[src/rtl/hp_write_arbiter.sv]
// Two-requester single-beat AXI3 write arbiter with round-robin grant and per-requester outstanding limits.
// Optional error counter on non-OKAY write responses: define HP_WRITE_ARBITER_ERR_COUNT_EN.
module hp_write_arbiter #(
  parameter int MAX_OUTSTANDING = 4
) (
  input  logic             clock,
  input  logic             reset,
  input  logic [1:0]       req_valid,
  output logic [1:0]       req_ready,
  input  logic [1:0][31:0] req_addr,
  input  logic [1:0][31:0] req_data,
  input  logic [1:0][3:0]  req_strb,
  output logic [1:0]       rsp_valid,
  input  logic [1:0]       rsp_ready,
  output logic [1:0]       rsp_resp,
  output logic             awvalid,
  input  logic             awready,
  output logic [31:0]      awaddr,
  output logic [5:0]       awid,
  output logic [3:0]       awlen,
  output logic [2:0]       awsize,
  output logic [1:0]       awburst,
  output logic [1:0]       awlock,
  output logic [3:0]       awcache,
  output logic [2:0]       awprot,
  output logic [3:0]       awqos,
  output logic             wvalid,
  input  logic             wready,
  output logic [31:0]      wdata,
  output logic [3:0]       wstrb,
  output logic             wlast,
  output logic [5:0]       wid,
  input  logic             bvalid,
  output logic             bready,
  input  logic [5:0]       bid,
  input  logic [1:0]       bresp,
  output logic [7:0]       err_count
);

  localparam logic [3:0] MAX_CNT = 4'(MAX_OUTSTANDING);

  typedef enum logic {IDLE, ISSUE} state_t;

  state_t          state, state_next;
  logic            aw_pend, w_pend;
  logic [31:0]     hold_addr, hold_data;
  logic [3:0]      hold_strb;
  logic            hold_idx;
  logic            last_grant;
  logic [1:0][3:0] outstanding;
  logic [1:0]      eligible, grant, cnt_dec;
  logic            grant_idx, aw_done, w_done, b_hs;
  logic            bid_unused;

  assign bid_unused = ^bid[5:1];

  always_comb begin
    for (int unsigned i = 0; i < 2; i++)
      eligible[i] = req_valid[i] && (outstanding[i] < MAX_CNT);
  end

  // Round-robin only matters when both are eligible; otherwise pass through the lone candidate.
  always_comb begin
    grant = '0;
    if (state == IDLE && !reset) begin
      if (eligible == 2'b11) grant = last_grant ? 2'b01 : 2'b10;
      else                   grant = eligible;
    end
  end

  assign grant_idx = grant[1];
  assign aw_done   = !aw_pend || awready;
  assign w_done    = !w_pend  || wready;
  assign b_hs      = bvalid && bready;
  assign cnt_dec   = {b_hs && bid[0], b_hs && !bid[0]};

  always_ff @(posedge clock) begin
    if (reset) state <= IDLE;
    else       state <= state_next;
  end

  always_comb begin
    state_next = state;
    unique case (state)
      IDLE:    if (|grant) state_next = ISSUE;
      ISSUE:   if (aw_done && w_done) state_next = IDLE;
      default: state_next = IDLE;
    endcase
  end

  always_comb begin
    req_ready = grant;
    awvalid   = aw_pend;
    wvalid    = w_pend;
    awaddr    = hold_addr;
    wdata     = hold_data;
    wstrb     = hold_strb;
    awid      = {5'b0, hold_idx};
    wid       = {5'b0, hold_idx};
    wlast     = w_pend;
    awlen     = 4'b0000;
    awsize    = 3'b010;
    awburst   = 2'b01;
    awlock    = 2'b00;
    awcache   = 4'b0011;
    awprot    = 3'b000;
    awqos     = 4'b0000;
    rsp_valid = reset ? 2'b00 : {bvalid && bid[0], bvalid && !bid[0]};
    bready    = rsp_ready[bid[0]];
    rsp_resp  = bresp;
  end

  always_ff @(posedge clock) begin
    if (reset) begin
      aw_pend    <= 1'b0;
      w_pend     <= 1'b0;
      last_grant <= 1'b1;
      hold_addr  <= '0;
      hold_data  <= '0;
      hold_strb  <= '0;
      hold_idx   <= 1'b0;
    end else if (|grant) begin
      hold_addr  <= req_addr[grant_idx];
      hold_data  <= req_data[grant_idx];
      hold_strb  <= req_strb[grant_idx];
      hold_idx   <= grant_idx;
      last_grant <= grant_idx;
      aw_pend    <= 1'b1;
      w_pend     <= 1'b1;
    end else begin
      if (aw_pend && awready) aw_pend <= 1'b0;
      if (w_pend  && wready)  w_pend  <= 1'b0;
    end
  end

  // A grant and a response on the same counter cancel out; an unmatched response saturates at zero.
  always_ff @(posedge clock) begin
    if (reset) begin
      outstanding <= '0;
    end else begin
      for (int unsigned i = 0; i < 2; i++) begin
        unique case ({grant[i], cnt_dec[i]})
          2'b10:   outstanding[i] <= outstanding[i] + 4'd1;
          2'b01:   if (outstanding[i] != 4'd0) outstanding[i] <= outstanding[i] - 4'd1;
          default: ;
        endcase
      end
    end
  end

`ifdef HP_WRITE_ARBITER_ERR_COUNT_EN
  logic [7:0] err_q;

  always_ff @(posedge clock) begin
    if (reset)                                       err_q <= '0;
    else if (b_hs && bresp != 2'b00 && err_q != '1)  err_q <= err_q + 8'd1;
  end

  assign err_count = err_q;
`else
  assign err_count = '0;
`endif

endmodule

[config.mk]
export PLATFORM = sky130hd
export DESIGN_NAME = hp_write_arbiter
export DESIGN_NICKNAME = d
export VERILOG_FILES = /design/src/rtl/hp_write_arbiter.sv
export SDC_FILE = /design/constraint.sdc
export NUM_CORES = 1
export LEC_CHECK = 0
export CORE_MARGIN = 2
export CORE_UTILIZATION = 36
export DETAILED_ROUTE_END_ITERATION = 8
export GPL_ROUTABILITY_DRIVEN = 0
export MAX_ROUTING_LAYER = met4
export PLACE_DENSITY = 0.81
export SYNTH_ARGS = -nofsm -noshare
export SYNTH_HDL_FRONTEND = slang
export SYNTH_SLANG_ARGS = --single-unit
[constraint.sdc]
create_clock -name clock -period 3.9 [get_ports clock]
set_clock_uncertainty 0.05 [all_clocks]
set_input_delay 0.39 -clock clock [delete_from_list [all_inputs] [get_ports clock]]
set_output_delay 0.39 -clock clock [all_outputs]
set_load 0.005 [all_outputs]
==> impl_metrics.py <==
metrics = {
    "sta": {
        "drv_slew": 0,
        "grt_setup_unrepaired": "no",
        "finalCriticalPeriod_ps": 3150,
        "post-route-period-util": 0.808,
        "worst_pin_slew_ps": 836,
        "relSlewSlack": 0.443,
        "fmax_mhz": 317,
        "worst_slack_ps": 750,
        "finalHoldViolations": 0,
        "final.setup.tns_ps": 0,
        "finalSetupViolations": 0,
    },
    "floorplanning": {
        "initial_core_util": 0.372,
        "fp.dieW_um": 110,
        "die_h_um": 110,
        "core-area_um2": 10900,
        "row_count": 38,
        "die_area_um2": 12100,
        "ioPinCount": 273,
    },
    "layout": {
        "final_common_cell": "clkdlybuf4s50_1",
        "layout.nets": 799,
        "diodes": 0,
        "multiInputGateArea_um2": 2030,
        "final_cell_mix": "clkdlybuf4s50_1, dfxtp_1, mux2i_1",
        "syn_to_final_growth_pct": 57.1,
        "seq_area_um2": 1620,
        "drive_above_1_share": 0.0433,
        "nFillCells": 963,
    },
    "synth": {
        "synth_cell_types": 36,
        "yosysWarnings": 0,
        "yosysSeqAreaShare": 0.400,
        "synth_cells": 440,
        "netlist_area_um2": 4050,
        "syn_area_per_cell_um2": 9.20,
        "synth_seq_cells": 81,
    },
    "global_routing": {
        "grtUsageTotal": 0.190,
        "grt_max_degree": 97,
        "antenna_found_initial": 0,
        "grt_pass1_wl_um": 17500,
        "grt_overflow_total": 0,
        "grt_pass1_vias": 3789,
    },
    "drt": {
        "drtIter0Drc": 201,
        "avgRoutedWirePerCell_um": 14.8,
        "drt-vias-per-instance": 4.83,
        "drcViolationCount": 0,
        "wl_um": 11600,
        "antenna_left": 0,
        "num_vias": 3803,
        "drt_pass1_iterations": 4,
    },
    "worst_setup_path": {
        "cp_slowest_cell": "buf_4",
        "cp_data_required_time_ps": 3460,
        "cp_slowest_stage_delay_ps": 670,
        "crit_path_max_fanout": 45,
        "worst_path_most_repeated_cell": "clkdlybuf4s50_1",
        "cp_top_family": "buffers and inverters",
        "path_cells": "clkdlybuf4s50_1 -> or3b_1 -> o211ai_1 -> buf_4 -> inv_2 -> clkdlybuf4s50_1",
        "path_class": "in2out",
        "worstPathArrival_ps": 2710,
        "critPathCaptureType": "primary output",
        "start_kind": "primary input",
        "cp.buffers_inverters": 4,
    },
    "power_and_ir_drop": {
        "max-vdd-ir-drop_mv": 0.165,
        "p_sw_frac": 0.249,
        "combPwrFrac": 0.264,
        "clkPwrFrac": 0.308,
        "power.internal_mw": 1.68,
        "p_sw_mw": 0.556,
        "seq_power_share": 0.428,
        "p_leak_nw": 2.80,
        "powerDensity_nw_per_um2": 351,
    },
    "clocking": {
        "htreeDepth": 3,
        "path_clk_slew_ps": 80,
        "insertion_delay_ps": 330,
        "root_buffer": "clkbuf_8",
        "cts_buffers": 9,
        "cts_tree": "done",
        "clock-sinks": 81,
        "clk_path_buf_depth": 2,
        "post_cts_resized": 0,
        "postCtsHoldBufs": 0,
        "cts_setup_buffers": 0,
    },
    "outcome": {
        "outcome": "finished, final reports clean",
    },
    "placed_design": {
        "dpl.hpwl_um": 8660,
        "port_buffers": 223,
        "place_ws_ps": 487,
    },
    "hold_path": {
        "hp-class": "reg2reg",
    },
    "job": {
        "drv_cap": 0,
    },
}
-- power by group through the flow --
stage | combinational [mW] | clock, mW | sequential (mW)
3_5_place_dp | 0.593 | 0 | 0.976
3_3_place_gp | 0.577 | 0 | 0.970
6_report | 0.591 | 0.688 | 0.956
5_1_grt | 0.643 | 0.746 | 0.967
2_1_floorplan | 0.278 | 0 | 0.977
4_1_cts | 0.596 | 0.714 | 0.957
-- cell families (layout without fill, tap and decap cells) --
family / Yosys count / count (layout) / synth area share
DFF: 81 / 81 / 0.400
other: 2 / 40 / 0.00185
AOI/OAI and AO/OA: 126 / 126 / 0.176
muxes: 80 / 80 / 0.200
adders and majority gates: 4 / 4 / 0.0142
buffers and inverters: 83 / 252 / 0.133
and+or+nand+nor: 62 / 62 / 0.0704
xor gates and xnor gates: 2 / 2 / 0.00433
-- per-stage QoR --
stage | power, mW | cells | hold WS (ps) | util | instance area (um2)
after floorplan | 1.25 | 478 | 384 | - | 4190
after global placement | 1.55 | 771 | 409 | 0.564 | 6140
after detailed placement | 1.57 | 771 | 418 | 0.564 | 6140
after CTS | 2.27 | 787 | 431 | 0.584 | 6360
after global routing | 2.36 | 787 | 477 | 0.584 | 6360
final | 2.23 | 787 | 443 | 0.584 | 6360
-- state kept, by name, indices dropped and copies added, names as in the netlist --
register and cells:
last_grant 1, awaddr 32, awvalid 1, hold_idx 1
wstrb 4, state 1, outstanding 8, wdata 32
wlast 1
-- synthesized netlist by cell type --
cell type,instances,share of area
nand2_1,7,0.0065
buf_6,4,0.011
a31oi_1,1,0.0015
nand3b_1,1,0.0019
ha_1,3,0.0093
nor2b_1,6,0.0093
a21o_1,1,0.0019
inv_1,4,0.0037
o21ai_0,46,0.057
fa_1,1,0.0049
mux2i_1,73,0.18
nor3_1,2,0.0025
or4_1,1,0.0019
nor4_1,2,0.0031
dfxtp_1,81,0.40
inv_2,1,0.00093
a2111oi_0,1,0.0022
nor3b_1,2,0.0037
nand3_1,2,0.0025
nor2_1,36,0.033
o211ai_1,1,0.0019
xor2_1,2,0.0043
a211oi_1,23,0.043
and3b_1,1,0.0022
mux2_1,2,0.0056
conb_1,2,0.0019
a21oi_1,50,0.062
buf_2,7,0.0086
buf_4,50,0.093
clkbuf_1,16,0.015
mux2_2,5,0.014
o31a_1,2,0.0043
and3_1,1,0.0015
or3b_1,1,0.0022
clkinv_2,1,0.0012
a2111o_1,1,0.0028
-- routing by layer --
metal	global-route usage	share of wire
met1	0.208	0.40
met2	0.332	0.51
met3	0.0423	0.076
met4	0.0759	0.017
met5	-	0
-- final timing paths --
| path | cells past startpoint | slack [ps] | start | end |
|---|---|---|---|---|
| max | 6 | 750 | req_valid[1] | req_ready[0] |
| min | 2 | 440 | outstanding[7] | outstanding[7] |
| max reg2reg | 9 | 960 | outstanding[6] | outstanding[6] |
| min reg2reg | 2 | 440 | outstanding[7] | outstanding[7] |
-- worst register-to-register path: cells and delay by family, from the launching register on --
kind	cells	cell delay, ps
AO/OA/AOI/OAI	1	470
XOR/XNOR	1	150
adder cells (fa/ha/maj)	1	200
buffers and inverters	1	120
flip-flops	1	360
multiplexers	2	500
AND/OR/NAND/NOR	3	990
-- cell type report --
type | instances | area share
flip-flops and latches | 81 | 0.255
multi-input cells | 314 | 0.320
clock inverters | 2 | 0.00944
clock buffers | 14 | 0.0256
repair buffers | 230 | 0.359
well taps | 140 | 0.0275
inverters | 6 | 0.00374
Power figures use the tool's default switching activity.
